===== src/rtl/multicycle_control_if.sv =====
// Control bundle between the multicycle control FSM and the datapath.
// The FSM drives the enables, mux selects and ALU controls; the datapath
// supplies the opcode (from the instruction register) and the ALU zero flag.
interface multicycle_control_if #(
  parameter int OPW = 6
);
  logic [OPW-1:0] op;
  logic           zero;
  logic           PCWre;
  logic           IRWre;
  logic           RegWre;
  logic           DataMemWr;
  logic           RegDst;
  logic           WrRegDSrc;
  logic           ExtSel;
  logic           ALUSrcB;
  logic [2:0]     ALUOp;
  logic [1:0]     PCSrc;
  logic [2:0]     state;

  // Control FSM side
  modport master (
    input  op, zero,
    output PCWre, IRWre, RegWre, DataMemWr, RegDst, WrRegDSrc,
           ExtSel, ALUSrcB, ALUOp, PCSrc, state
  );

  // Datapath side
  modport slave (
    output op, zero,
    input  PCWre, IRWre, RegWre, DataMemWr, RegDst, WrRegDSrc,
           ExtSel, ALUSrcB, ALUOp, PCSrc, state
  );
endinterface


===== src/rtl/multicycle_control.sv =====
// Multicycle control FSM: sequences each instruction through IF/ID/EXE/MEM/WB
// and decodes the opcode into ALU controls, write enables and mux selects.
// Outputs are combinational from state and opcode (PCSrc in EXE_BEQ also
// follows zero) and are forced to zero while RST is low, so an aborted
// instruction can never issue a partial write.
module multicycle_control #(
  parameter int OPW = 6
) (
  input  logic                 CLK,
  input  logic                 RST,
  multicycle_control_if.master bus
);

  // State encodings (visible on the debug port)
  localparam logic [2:0] S_IF      = 3'b000;
  localparam logic [2:0] S_ID      = 3'b001;
  localparam logic [2:0] S_EXE_MEM = 3'b010;
  localparam logic [2:0] S_MEM     = 3'b011;
  localparam logic [2:0] S_WB_LW   = 3'b100;
  localparam logic [2:0] S_EXE_BEQ = 3'b101;
  localparam logic [2:0] S_EXE_ALU = 3'b110;
  localparam logic [2:0] S_WB_ALU  = 3'b111;

  // Opcodes
  localparam logic [5:0] OP_ADD  = 6'b000000;
  localparam logic [5:0] OP_SUB  = 6'b000001;
  localparam logic [5:0] OP_ADDI = 6'b000010;
  localparam logic [5:0] OP_OR   = 6'b010000;
  localparam logic [5:0] OP_AND  = 6'b010001;
  localparam logic [5:0] OP_ORI  = 6'b010010;
  localparam logic [5:0] OP_SLL  = 6'b011000;
  localparam logic [5:0] OP_SLT  = 6'b100110;
  localparam logic [5:0] OP_SW   = 6'b110000;
  localparam logic [5:0] OP_LW   = 6'b110001;
  localparam logic [5:0] OP_BEQ  = 6'b110100;
  localparam logic [5:0] OP_J    = 6'b111000;
  localparam logic [5:0] OP_HALT = 6'b111111;

  // Instruction classes, used to pick the path out of ID
  localparam logic [2:0] CL_ALU  = 3'd0;
  localparam logic [2:0] CL_MEM  = 3'd1;
  localparam logic [2:0] CL_BEQ  = 3'd2;
  localparam logic [2:0] CL_J    = 3'd3;
  localparam logic [2:0] CL_HALT = 3'd4;
  localparam logic [2:0] CL_UNK  = 3'd5;

  // Classify an opcode into its execution path
  function automatic logic [2:0] op_class(input logic [OPW-1:0] op);
    logic [2:0] cls;
    case (op)
      OP_ADD, OP_SUB, OP_ADDI, OP_OR,
      OP_AND, OP_ORI, OP_SLL, OP_SLT: cls = CL_ALU;
      OP_SW, OP_LW:                   cls = CL_MEM;
      OP_BEQ:                         cls = CL_BEQ;
      OP_J:                           cls = CL_J;
      OP_HALT:                        cls = CL_HALT;
      default:                        cls = CL_UNK;
    endcase
    return cls;
  endfunction

  // Opcode -> {ALUOp[2:0], ALUSrcB, ExtSel, RegDst}; don't-cares resolve to 0
  function automatic logic [5:0] alu_decode(input logic [OPW-1:0] op);
    logic [5:0] f;
    case (op)
      OP_ADD:  f = {3'b000, 1'b0, 1'b0, 1'b1};
      OP_SUB:  f = {3'b001, 1'b0, 1'b0, 1'b1};
      OP_ADDI: f = {3'b000, 1'b1, 1'b1, 1'b0};
      OP_OR:   f = {3'b101, 1'b0, 1'b0, 1'b1};
      OP_AND:  f = {3'b110, 1'b0, 1'b0, 1'b1};
      OP_ORI:  f = {3'b101, 1'b1, 1'b0, 1'b0};
      OP_SLL:  f = {3'b100, 1'b1, 1'b0, 1'b1};
      OP_SLT:  f = {3'b010, 1'b0, 1'b0, 1'b1};
      OP_SW:   f = {3'b000, 1'b1, 1'b1, 1'b0};
      OP_LW:   f = {3'b000, 1'b1, 1'b1, 1'b0};
      OP_BEQ:  f = {3'b001, 1'b0, 1'b1, 1'b0};
      default: f = 6'b000000;
    endcase
    return f;
  endfunction

  logic [2:0] state_r;
  logic [2:0] next_state_s;
  logic [2:0] cls_s;
  logic [5:0] alu_f_s;

  logic       pc_wre_s;
  logic       ir_wre_s;
  logic       reg_wre_s;
  logic       mem_wr_s;
  logic       reg_dst_s;
  logic       wr_src_s;
  logic       ext_sel_s;
  logic       alu_src_b_s;
  logic [2:0] alu_op_s;
  logic [1:0] pc_src_s;

  assign cls_s   = op_class(bus.op);
  assign alu_f_s = alu_decode(bus.op);

  // State register; reset parks the FSM in IF
  always_ff @(posedge CLK or negedge RST) begin
    if (!RST) begin
      state_r <= S_IF;
    end else begin
      state_r <= next_state_s;
    end
  end

  // Next-state sequencing through the instruction phases
  always_comb begin
    next_state_s = S_IF;
    case (state_r)
      S_IF: next_state_s = S_ID;
      S_ID: begin
        case (cls_s)
          CL_ALU:  next_state_s = S_EXE_ALU;
          CL_MEM:  next_state_s = S_EXE_MEM;
          CL_BEQ:  next_state_s = S_EXE_BEQ;
          CL_HALT: next_state_s = S_ID;
          default: next_state_s = S_IF;
        endcase
      end
      S_EXE_ALU: next_state_s = S_WB_ALU;
      S_WB_ALU:  next_state_s = S_IF;
      S_EXE_MEM: next_state_s = S_MEM;
      S_MEM: begin
        if (bus.op == OP_LW) begin
          next_state_s = S_WB_LW;
        end else begin
          next_state_s = S_IF;
        end
      end
      S_WB_LW:   next_state_s = S_IF;
      S_EXE_BEQ: next_state_s = S_IF;
      default:   next_state_s = S_IF;
    endcase
  end

  // Control decode; everything low while reset is held
  always_comb begin
    pc_wre_s    = 1'b0;
    ir_wre_s    = 1'b0;
    reg_wre_s   = 1'b0;
    mem_wr_s    = 1'b0;
    reg_dst_s   = 1'b0;
    wr_src_s    = 1'b0;
    ext_sel_s   = 1'b0;
    alu_src_b_s = 1'b0;
    alu_op_s    = 3'b000;
    pc_src_s    = 2'b00;
    if (RST) begin
      case (state_r)
        S_IF: ir_wre_s = 1'b1;
        S_ID: begin
          case (cls_s)
            CL_J: begin
              pc_wre_s = 1'b1;
              pc_src_s = 2'b10;
            end
            CL_UNK:  pc_wre_s = 1'b1;
            default: pc_wre_s = 1'b0;
          endcase
        end
        S_EXE_ALU, S_EXE_MEM: begin
          {alu_op_s, alu_src_b_s, ext_sel_s, reg_dst_s} = alu_f_s;
        end
        S_WB_ALU: begin
          {alu_op_s, alu_src_b_s, ext_sel_s, reg_dst_s} = alu_f_s;
          reg_wre_s = 1'b1;
          pc_wre_s  = 1'b1;
        end
        S_MEM: begin
          {alu_op_s, alu_src_b_s, ext_sel_s, reg_dst_s} = alu_f_s;
          if (bus.op == OP_SW) begin
            mem_wr_s = 1'b1;
            pc_wre_s = 1'b1;
          end else begin
            mem_wr_s = 1'b0;
          end
        end
        S_WB_LW: begin
          reg_wre_s = 1'b1;
          wr_src_s  = 1'b1;
          pc_wre_s  = 1'b1;
        end
        S_EXE_BEQ: begin
          {alu_op_s, alu_src_b_s, ext_sel_s, reg_dst_s} = alu_f_s;
          pc_wre_s = 1'b1;
          pc_src_s = bus.zero ? 2'b01 : 2'b00;
        end
        default: pc_wre_s = 1'b0;
      endcase
    end else begin
      pc_wre_s = 1'b0;
    end
  end

  assign bus.PCWre     = pc_wre_s;
  assign bus.IRWre     = ir_wre_s;
  assign bus.RegWre    = reg_wre_s;
  assign bus.DataMemWr = mem_wr_s;
  assign bus.RegDst    = reg_dst_s;
  assign bus.WrRegDSrc = wr_src_s;
  assign bus.ExtSel    = ext_sel_s;
  assign bus.ALUSrcB   = alu_src_b_s;
  assign bus.ALUOp     = alu_op_s;
  assign bus.PCSrc     = pc_src_s;
  assign bus.state     = RST ? state_r : 3'b000;

endmodule


===== src/flat_wrapper.sv =====
// flat-port wrapper written by rule: the top's interface ports become plain ports
module multicycle_control_flat 
#(
  parameter int OPW = 6
)
  (CLK, RST, bus_op, bus_zero, bus_PCWre, bus_IRWre, bus_RegWre, bus_DataMemWr, bus_RegDst, bus_WrRegDSrc, bus_ExtSel, bus_ALUSrcB, bus_ALUOp, bus_PCSrc, bus_state);
  multicycle_control_if #(.OPW(OPW)) bus_i ();
  input  logic CLK;
  input  logic RST;
  input wire logic [$bits(bus_i.op)-1:0] bus_op;
  input wire logic [$bits(bus_i.zero)-1:0] bus_zero;
  output wire logic [$bits(bus_i.PCWre)-1:0] bus_PCWre;
  output wire logic [$bits(bus_i.IRWre)-1:0] bus_IRWre;
  output wire logic [$bits(bus_i.RegWre)-1:0] bus_RegWre;
  output wire logic [$bits(bus_i.DataMemWr)-1:0] bus_DataMemWr;
  output wire logic [$bits(bus_i.RegDst)-1:0] bus_RegDst;
  output wire logic [$bits(bus_i.WrRegDSrc)-1:0] bus_WrRegDSrc;
  output wire logic [$bits(bus_i.ExtSel)-1:0] bus_ExtSel;
  output wire logic [$bits(bus_i.ALUSrcB)-1:0] bus_ALUSrcB;
  output wire logic [$bits(bus_i.ALUOp)-1:0] bus_ALUOp;
  output wire logic [$bits(bus_i.PCSrc)-1:0] bus_PCSrc;
  output wire logic [$bits(bus_i.state)-1:0] bus_state;
  assign bus_i.op = bus_op;
  assign bus_i.zero = bus_zero;
  assign bus_PCWre = bus_i.PCWre;
  assign bus_IRWre = bus_i.IRWre;
  assign bus_RegWre = bus_i.RegWre;
  assign bus_DataMemWr = bus_i.DataMemWr;
  assign bus_RegDst = bus_i.RegDst;
  assign bus_WrRegDSrc = bus_i.WrRegDSrc;
  assign bus_ExtSel = bus_i.ExtSel;
  assign bus_ALUSrcB = bus_i.ALUSrcB;
  assign bus_ALUOp = bus_i.ALUOp;
  assign bus_PCSrc = bus_i.PCSrc;
  assign bus_state = bus_i.state;
  multicycle_control #(.OPW(OPW)) u_core (.CLK(CLK), .RST(RST), .bus(bus_i));
endmodule

===== config.mk =====
export PLATFORM = sky130hd
export DESIGN_NAME = multicycle_control_flat
export DESIGN_NICKNAME = d
export VERILOG_FILES = /design/src/rtl/multicycle_control_if.sv /design/src/rtl/multicycle_control.sv /design/src/flat_wrapper.sv
export SDC_FILE = /design/constraint.sdc
export NUM_CORES = 1
export LEC_CHECK = 0
export CAP_MARGIN = 20
export CORE_AREA = 2 2 45 47
export DETAILED_ROUTE_END_ITERATION = 10
export DIE_AREA = 0 0 47 49
export PLACE_DENSITY = 0.75
export SETUP_SLACK_MARGIN = 0.4
export SLEW_MARGIN = 10
export SYNTH_ARGS = -nofsm -noshare
export SYNTH_HDL_FRONTEND = slang
export SYNTH_SLANG_ARGS = --single-unit

===== constraint.sdc =====
create_clock -name CLK -period 2.1 [get_ports CLK]
set_clock_uncertainty 0.15 [all_clocks]
set_input_delay 0.42 -clock CLK [delete_from_list [all_inputs] [get_ports CLK]]
set_output_delay 0.42 -clock CLK [all_outputs]
set_load 0.01 [all_outputs]

==> results.sh, run 1 <==
export IMPL_status="finished with violations"
export IMPL_violations="setup timing"
export IMPL_first_pass_iters=4
export IMPL_synth_top_area_cell="buf_6"
export IMPL_seq_area_frac_synth_pct=9.82
export IMPL_p_per_area_mw_per_mm2=512
export IMPL_die_width_um=47
export IMPL_ys_flop_type="dfrtp_1"
export IMPL_async_flop_share_pct=100
export IMPL_path_class="input port to primary output"
export IMPL_yosys_top_cells_count="nor2_1 (12), nand2_1 (10), buf_6 (8)"
export IMPL_grt_pass1_wl_um=4110
export IMPL_min_period_ps=2230
export IMPL_rsz0062_at_grt="true"
export IMPL_grt_ovfl_total=0
export IMPL_post_drt_via_cell_ratio=5.40
export IMPL_clk_transition_reported_paths_ps=40
export IMPL_dp_hpwl_um=1770
export IMPL_multi_input_area_um2=691
export IMPL_p_sw_uw=299
export IMPL_synth_area_um2=764
export IMPL_syn_inst=103
export IMPL_cp_required_ps=1530
export IMPL_p_leak_uw=0.000642
export IMPL_startpoint="bus_op[4]"
export IMPL_synth_seq_cells=3
export IMPL_yosysMostFrequentCell="nor2_1"
export IMPL_clock_power_share_pct=15.1
export IMPL_critPathMaxStageDelay_ps=220
export IMPL_tightest_slew_ps=339
export IMPL_worst_r2r_setup_slack_ps=660
export IMPL_synth_xor_area_share_pct=3.44
export IMPL_stdcell_count=187
export IMPL_cts_root_buf="clkbuf_4"
export IMPL_cts_buffer_depth=2
export IMPL_path_cells="buf_6, buf_8, and4_4, a21oi_4, a2bb2oi_2, nand3_2, nor4_4, buf_2"
export IMPL_setup_viol=7
export IMPL_combPwrFrac_pct=71.2
export IMPL_slew_limit_headroom_pct=77.3
export IMPL_layout_drive_gt1_share_pct=60.0
export IMPL_worstSetupPathDepth=8
export IMPL_route_detailed_drc=0
export IMPL_syn_area_per_cell_um2=7.42
export IMPL_wirelength_um=2770
export IMPL_dp_cells=169
export IMPL_insertedDiodeCount=0
export IMPL_top_register="u_core.state_r"
export IMPL_start_kind="input port"
export IMPL_finalWeightedCongestion=0.905
export IMPL_fin_crit_sh_pct=106
export IMPL_timing_rr_end="u_core.state_r[2]"
export IMPL_die_area_mm2=0.00230
export IMPL_yosys_top_cells_area="buf_6 (12%), dfrtp_1 (9.8%), nor2_1 (5.9%)"
export IMPL_numClockSinks=3
export IMPL_critPathArrivalTime_ps=1660
export IMPL_fillers=161
export IMPL_ys_warn_count=0
export IMPL_vias=1010
export IMPL_cap_violations=0
export IMPL_grt_pass1_vias=924
export IMPL_fmax_ghz=0.448
export IMPL_syn_nets=112
export IMPL_vdd_drop_max_mv=0.380
export IMPL_crit_path_end="bus_PCSrc[1]"
export IMPL_numPortBuffers=24
export IMPL_hold_viol=0
export IMPL_swShare_pct=42.9
export IMPL_reg_top3="u_core.state_r (3)"
export IMPL_synth_edf_count=0
export IMPL_crit_slowest_cell="nor4_4"
export IMPL_drtAntennaViolNets=0
export IMPL_die_height_um=49
export IMPL_grt_max_degree=14
export IMPL_r2r_start="u_core.state_r[2]"
export IMPL_synthMuxAreaShare_pct=1.31
export IMPL_antenna_found_initial=0
export IMPL_path_buf_inv=3
export IMPL_grt_usage_pct=23.9
export IMPL_cts_buffers=3
export IMPL_crit_fanout=7
export IMPL_seqPwrFrac_pct=13.7
export IMPL_synth_fa_ha_area_share_pct=1.47
export IMPL_synth_compound_area_share_pct=25.0
export IMPL_area_growth_pct=78.1
export IMPL_synth_cell_types=51
export IMPL_htreeDepth=1
export IMPL_final_setup_worst_slack_ps=-131
export IMPL_route_detailed_wl_per_inst_um=14.8
export IMPL_synth_simple_gate_area_share_pct=44.0
export IMPL_fin_setup_tns_ps=-569
export IMPL_dr_first_iter_drc_count=21
export IMPL_path_delay_family="simple AND/OR/NAND/NOR gates"
export IMPL_cts_tree="built"
export IMPL_p_int_uw=398
export IMPL_largest_register_ffs=3
export IMPL_slew_violations=0
export IMPL_hold_path_class="input port to async pin"
export IMPL_num_io_pins=25
export IMPL_cp_end_kind="primary output"
export IMPL_reg2reg_depth=7
export IMPL_start_util_pct=41.5
export IMPL_clkLatencyLatePin_ps=240
export IMPL_fin_nets=170
export IMPL_rows=16
export IMPL_regArea_um2=75.1
export IMPL_synth_top_area_share_pct=11.8
export IMPL_synth_top_family_by_area="simple AND/OR/NAND/NOR gates"
export IMPL_core_region_area_mm2=0.00184
==> power groups by stage <==
stage / Clock [µW] / Combinational [µW] / Sequential, µW
after floorplan: 0 / 261 / 92.2
after global placement: 0 / 398 / 90.4
after detailed placement: 0 / 403 / 91.4
after CTS: 110 / 461 / 94.9
after global routing: 115 / 528 / 98.7
final: 105 / 496 / 95.5
==> layout make-up <==
cell class | instances | share of cell area [%]
Multi-Input combinational cell | 86 | 50.7
Timing Repair Buffer | 63 | 38.2
Sequential cell | 3 | 5.51
Tap cell | 27 | 2.48
Clock buffer | 4 | 1.93
Inverter | 4 | 1.10
==> routing by layer <==
metal  share of wire, %  GRT usage, %  up-vias
met3                5.0          4.44        5
met4                1.5          6.02        0
met5                  0             0        -
met2                 54          42.9       30
li1                   -             -      486
met1                 39          27.5      489
==> cells by family after synthesis <==
kind of cell	Yosys count
and+or+nand+nor	55
AOI/OAI and AO/OA	26
buffers and inverters	14
xor gates and xnor gates	3
DFF	3
muxes	1
adders and majority gates	1
==> placed cells by master, fill, tap and decap left out, types with 2 or more instances in the layout <==
| master | n |
|---|---|
| nand3_1 | 4 |
| nor3b_1 | 2 |
| inv_1 | 3 |
| nor3_2 | 2 |
| dfrtp_1 | 3 |
| nand3_2 | 2 |
| a21oi_1 | 3 |
| nand2_1 | 9 |
| buf_6 | 14 |
| buf_4 | 27 |
| xor2_1 | 2 |
| nor2_1 | 10 |
| nor4_4 | 2 |
| nor2_4 | 2 |
| or3_1 | 2 |
| a31oi_1 | 2 |
| nand2_4 | 2 |
| buf_2 | 15 |
| o21ai_1 | 2 |
| clkbuf_4 | 3 |
| buf_8 | 4 |
| nand2b_1 | 2 |
| a2bb2oi_2 | 2 |
| a21o_1 | 2 |
==> per-stage QoR <==
step | power, µW | utilization [%] | hold WS (ps) | instance area (µm²) | setup slack (ps)
2_1_floorplan | 353 | - | -25.6 | 812 | 129
3_3_place_gp | 488 | 62.9 | 455 | 1160 | -886
5_1_grt | 742 | 73.9 | 61.4 | 1360 | -191
6_report | 697 | 73.9 | 65.9 | 1360 | -131
3_5_place_dp | 495 | 62.9 | 464 | 1160 | -942
4_1_cts | 666 | 70.2 | 52.4 | 1290 | -164
==> worst min path at each step <==
| stage | from | to | slack (ps) | cells after the start |
|---|---|---|---|---|
| final | RST | u_core.state_r[0] | 70 | 2 |
| after global routing | RST | u_core.state_r[1] | 60 | 2 |
| after CTS | RST | u_core.state_r[0] | 50 | 2 |
| after detailed placement | u_core.state_r[2] | u_core.state_r[1] | 460 | 3 |
| after global placement | u_core.state_r[1] | u_core.state_r[1] | 450 | 3 |
| after floorplan | RST | u_core.state_r[0] | -30 | 0 |
==> repair_timing <==
item                                   4_1_cts  5_1_grt
setup endpoints to repair                   19       15
endpoints found under the hold margin        0        0
hold buffers                                 0        0
gates resized for setup                    122       14
setup buffers                               11        3
pin swaps                                   18       13
No activity file was read; power rests on OpenSTA's default activity.
==> run 2: changes to the inputs <==
- CORE_AREA: 2 2 45 47 -> 2 2 44 46
- CTS_BUF_LIST: not set -> sky130_fd_sc_hd__clkbuf_4
- DIE_AREA: 0 0 47 49 -> 0 0 46 48
- PLACE_DENSITY: 0.75 -> 0.78
- SLEW_MARGIN: 10 -> 20
==> run 2 against run 1 <==
  * Flip-flop and latch count unchanged
  * The run still ends with setup timing left
  * Highest routed layer unchanged
  * Non-clock buffer count up 9
  * Critical path type unchanged
  * Largest cell class unchanged
  * Power up 25%
==> results.sh, run 2 (synthesis gave the netlist of run 1 again) <==
export IMPL_clk_transition_reported_paths_ps=40
export IMPL_htreeDepth=1
export IMPL_rsz0062_at_grt="true"
export IMPL_crit_slowest_cell="nor4_4"
export IMPL_die_width_um=46
export IMPL_route_detailed_wl_per_inst_um=16.3
export IMPL_final_setup_worst_slack_ps=-127
export IMPL_vdd_drop_max_mv=0.528
export IMPL_dpl_worst_slack_ps=-946
export IMPL_top_register="u_core.state_r"
export IMPL_violations="setup timing"
export IMPL_critPathArrivalTime_ps=1660
export IMPL_die_height_um=48
export IMPL_cts_buffers=3
export IMPL_num_io_pins=25
export IMPL_p_per_area_mw_per_mm2=583
export IMPL_p_leak_uw=0.000701
export IMPL_route_detailed_drc=0
export IMPL_fillers=87
export IMPL_start_util_pct=45.3
export IMPL_cts_root_buf="clkbuf_4"
export IMPL_vias=1068
export IMPL_die_area_mm2=0.00221
export IMPL_wirelength_um=3020
export IMPL_grt_pass1_vias=939
export IMPL_antenna_found_initial=0
export IMPL_numClockSinks=3
export IMPL_fin_crit_sh_pct=106
export IMPL_final_common_cell="buf_4"
export IMPL_mostFrequentLayoutCells="buf_4 (31), buf_6 (17), buf_2 (15), nor2_1 (11), nand2_1 (7)"
export IMPL_min_period_ps=2230
export IMPL_numPortBuffers=24
export IMPL_core_region_area_mm2=0.00169
export IMPL_cp_required_ps=1530
export IMPL_slew_limit_headroom_pct=81.6
export IMPL_dr_first_iter_drc_count=27
export IMPL_final_cell_area_mm2=0.00150
export IMPL_area_growth_pct=96.1
export IMPL_clkLatencyLatePin_ps=230
export IMPL_insertedDiodeCount=0
export IMPL_power_uw=874
export IMPL_dp_hpwl_um=1920
export IMPL_post_drt_via_cell_ratio=5.74
export IMPL_drtAntennaViolNets=0
export IMPL_fin_nets=179
export IMPL_setup_viol=9
export IMPL_first_pass_iters=4
export IMPL_rows=15
export IMPL_reg_top3="u_core.state_r (3)"
export IMPL_cap_violations=0
export IMPL_place_area_mm2=0.00121
export IMPL_fmax_ghz=0.449
export IMPL_crit_fanout=8
export IMPL_path_cells="buf_6, buf_8, and4_1, a21oi_2, a2bb2oi_2, nand3_2, nor4_4, buf_2"
export IMPL_regArea_um2=75.1
export IMPL_layout_drive_gt1_share_pct=65.1
export IMPL_grt_pass1_wl_um=4240
export IMPL_hold_path_class="input port to async pin"
export IMPL_cp_end_kind="primary output"
export IMPL_utilization_pct=88.7
export IMPL_critPathMaxStageDelay_ps=210
export IMPL_slew_violations=0
export IMPL_hold_viol=0
export IMPL_grt_usage_pct=26.8
export IMPL_status="finished with violations"
export IMPL_grt_ovfl_total=0
export IMPL_grt_max_degree=12
export IMPL_multi_input_area_um2=722
export IMPL_cts_tree="built"
export IMPL_cts_buffer_depth=2
export IMPL_start_kind="input port"
export IMPL_finalWeightedCongestion=0.852
export IMPL_largest_register_ffs=3
export IMPL_path_class="input port to primary output"
export IMPL_tightest_slew_ps=275
## run 2: final cells by class
class | instances | share of cell area (%)
tap | 17 | 1.42
clock buffer | 4 | 2.00
timing repair buffer | 72 | 42.4
multi-input combinational | 86 | 48.2
inverter | 4 | 1.00
sequential | 3 | 5.01
## run 2: worst paths after layout
check	from	endpoint	slack, ps	cells after the start
worst max-delay path	bus_op[1]	bus_PCSrc[1]	-130	8
worst min register to register	u_core.state_r[2]	u_core.state_r[1]	530	3
min in group CLK	u_core.state_r[2]	u_core.state_r[1]	530	3
worst min-delay path	RST	u_core.state_r[0]	200	3
max in group asynchronous	RST	u_core.state_r[2]	1500	3
worst max register to register	u_core.state_r[1]	u_core.state_r[0]	580	6
## run 2: per-stage QoR
stage	setup TNS (ps)	hold slack [ps]	cells
final	-745	203	186
after global routing	-1270	206	186
after CTS	-542	168	180
after detailed placement	-10450	466	167
after global placement	-9870	458	167
after floorplan	0	-25.6	103
## run 2: report_power, final
part,total [µW],switching [µW],internal [µW],leakage (µW)
Combinational,663,296,368,0.000644
Clock,112,28.3,84.0,0.0000184
Sequential,98.3,20.9,77.4,0.0000388
Total,874,345,529,0.000701
## run 2: critical path, delay by kind of cell
family                 cells  cell delay [ps]
AO/OA/AOI/OAI              2              310
AND/OR/NAND/NOR            3              540
buffers and inverters      3              390
## run 2: metal layers
metal / wire length [µm] / vias to the layer above / track usage, % / part of all wire, %
li1: - / 507 / - / -
met1: 1200 / 493 / 31.3 / 40
met2: 1560 / 58 / 51.1 / 52
met3: 168 / 10 / 3.40 / 5.6
met4: 91 / 0 / 6.86 / 3.0
met5: 0 / - / 0 / 0
## run 2: what timing repair did
action,in CTS,in global routing
endpoints found under the setup margin,19,17
resized for setup,125,20
cloned,0,1
buffers inserted,9,5
pin swaps,18,16
hold buffers,0,0
==> run 3: changes to the inputs <==
- CELL_PAD_IN_SITES_DETAIL_PLACEMENT: not set -> 1
- CELL_PAD_IN_SITES_GLOBAL_PLACEMENT: not set -> 2
- CORE_AREA: 2 2 44 46 -> 2 2 59 61
- DIE_AREA: 0 0 46 48 -> 0 0 61 63
- PLACE_DENSITY: 0.78 -> not set
- PLACE_DENSITY_LB_ADDON: not set -> 0.1
==> run 3 against run 2 <==
  * The run still ends with setup timing left
  * Critical path type unchanged
  * Register-to-register slack worse by 60 ps
  * Die area is 74% higher
  * Non-clock buffer count is 6 higher
  * Largest power group unchanged
  * Sequential share of layout area is 0.20 points lower
  * Wire length is 3.5% higher
  * Global-route usage is 9.8 points lower
==> results.sh, run 3 (synthesis gave the netlist of run 1 again) <==
export IMPL_status="finished with violations"
export IMPL_violations="setup timing"
export IMPL_stdcell_count=221
export IMPL_post_drt_via_cell_ratio=4.75
export IMPL_fmax_ghz=0.446
export IMPL_path_buf_inv=3
export IMPL_fin_setup_tns_ps=-371
export IMPL_final_cell_area_mm2=0.00156
export IMPL_critPathMaxStageDelay_ps=220
export IMPL_vias=1049
export IMPL_cts_tree="built"
export IMPL_crit_fanout=4
export IMPL_hold_path_class="input port to async pin"
export IMPL_grt_pass1_wl_um=5010
export IMPL_die_area_mm2=0.00384
export IMPL_clkLatencyLatePin_ps=240
export IMPL_place_area_mm2=0.00120
export IMPL_antenna_found_initial=0
export IMPL_numClockSinks=3
export IMPL_core_region_area_mm2=0.00323
export IMPL_start_kind="input port"
export IMPL_rows=21
export IMPL_num_io_pins=25
export IMPL_grt_pass1_vias=1106
export IMPL_dp_hpwl_um=2190
export IMPL_mostFrequentLayoutCells="buf_4 (35), buf_6 (22), buf_2 (14), nor2_1 (10), nand2_1 (9)"
export IMPL_grt_max_degree=14
export IMPL_cts_root_buf="clkbuf_4"
export IMPL_finalWeightedCongestion=0.794
export IMPL_fin_crit_sh_pct=107
export IMPL_vdd_drop_max_mv=0.142
export IMPL_grt_ovfl_total=0
export IMPL_start_util_pct=23.7
export IMPL_cp_common_cell="buf_6"
export IMPL_clk_transition_reported_paths_ps=40
export IMPL_die_width_um=61
export IMPL_path_delay_family="simple AND/OR/NAND/NOR gates"
export IMPL_crit_slowest_cell="nor4_4"
export IMPL_area_growth_pct=104
export IMPL_dr_first_iter_drc_count=11
export IMPL_cp_required_ps=1530
export IMPL_wirelength_um=3130
export IMPL_tightest_slew_ps=255
export IMPL_die_height_um=63
export IMPL_cts_buffer_depth=2
export IMPL_p_leak_uw=0.000728
export IMPL_critPathArrivalTime_ps=1670
export IMPL_top_register="u_core.state_r"
export IMPL_fin_nets=185
export IMPL_first_pass_iters=3
export IMPL_insertedDiodeCount=0
export IMPL_min_period_ps=2240
export IMPL_path_cells="buf_6, buf_6, and4_1, a21oi_2, a2bb2oi_2, nand3_2, nor4_4, buf_2"
export IMPL_utilization_pct=48.4
export IMPL_hold_viol=0
export IMPL_grt_usage_pct=17.0
export IMPL_largest_register_ffs=3
export IMPL_route_detailed_wl_per_inst_um=14.2
export IMPL_cp_end_kind="primary output"
export IMPL_p_per_area_mw_per_mm2=543
export IMPL_route_detailed_drc=0
export IMPL_cap_violations=0
export IMPL_rsz0062_at_grt="true"
export IMPL_path_class="input port to primary output"
export IMPL_reg_top3="u_core.state_r (3)"
export IMPL_cts_buffers=3
export IMPL_htreeDepth=1
export IMPL_setup_viol=6
export IMPL_slew_violations=0
export IMPL_drtAntennaViolNets=0
export IMPL_dp_cells=191
export IMPL_dpl_worst_slack_ps=-988
export IMPL_final_common_cell="buf_4"
export IMPL_final_setup_worst_slack_ps=-144
export IMPL_numPortBuffers=24
export IMPL_layout_drive_gt1_share_pct=68.0
export IMPL_slew_limit_headroom_pct=82.9
-- run 3: changes by cell type in the layout (fill, tap and decap cells not counted), moves of 2 or more --
cell	previous run	this run
buf_6	17	22
buf_4	31	35
nand2_1	7	9
nand2_2	2	0
nor3_2	1	3
nor3_4	2	0
nor2_2	0	2
-- run 3: power by group --
group          leakage, µW  switching (µW)  internal, µW  total (µW)
Clock            0.0000184            38.3          84.6         123
Combinational     0.000671             278           354         632
Sequential       0.0000388            16.6          77.3        93.8
-- run 3: timing repair --
action	in CTS	in global routing
hold buffers	0	0
buffers inserted	18	8
gates resized for setup	130	18
endpoints found under the setup margin	19	17
pin swaps	21	20
-- run 3: final cells by class --
class                      instances  area [µm²]
clock buffer                       4        30.0
fill                             391        1670
inverter                           4        15.0
multi-input combinational         86         708
sequential                         3        75.1
tap                               46        57.6
timing repair buffer              78         677
-- run 3: worst register-to-register path, stage by stage (launching register included) --
cell,delay (ps)
dfrtp_1,380
buf_4,140
buf_6,100
buf_6,120
inv_1,90
nand3_1,70
o32ai_1,250
nand2_1,90
o31ai_1,80
-- run 3: routing by layer --
layer  up-vias  global-route usage, %  routed length (µm)
met1       511                   18.2                1230
met2        17                   33.1                1800
met3         4                  0.828                  68
li1        517                      -                   -
met4         0                   6.25                  35
met5         -                      0                   0
-- run 3: final timing paths --
check | endpoint | startpoint | slack [ps] | cells past startpoint
setup / recovery | bus_PCSrc[1] | bus_op[4] | -140 | 8
hold / removal | u_core.state_r[0] | RST | 110 | 2
setup reg to reg | u_core.state_r[2] | u_core.state_r[2] | 520 | 8
hold reg to reg | u_core.state_r[1] | u_core.state_r[2] | 460 | 3
max in group asynchronous | u_core.state_r[2] | RST | 1590 | 2
min in group CLK | u_core.state_r[1] | u_core.state_r[2] | 460 | 3
-- run 3: per-stage QoR --
stage | hold WS (ps) | power, µW
floorplan | -25.6 | 353
global placement | 473 | 518
detailed placement | 471 | 523
CTS | 101 | 784
global route | 125 | 905
finish | 109 | 849
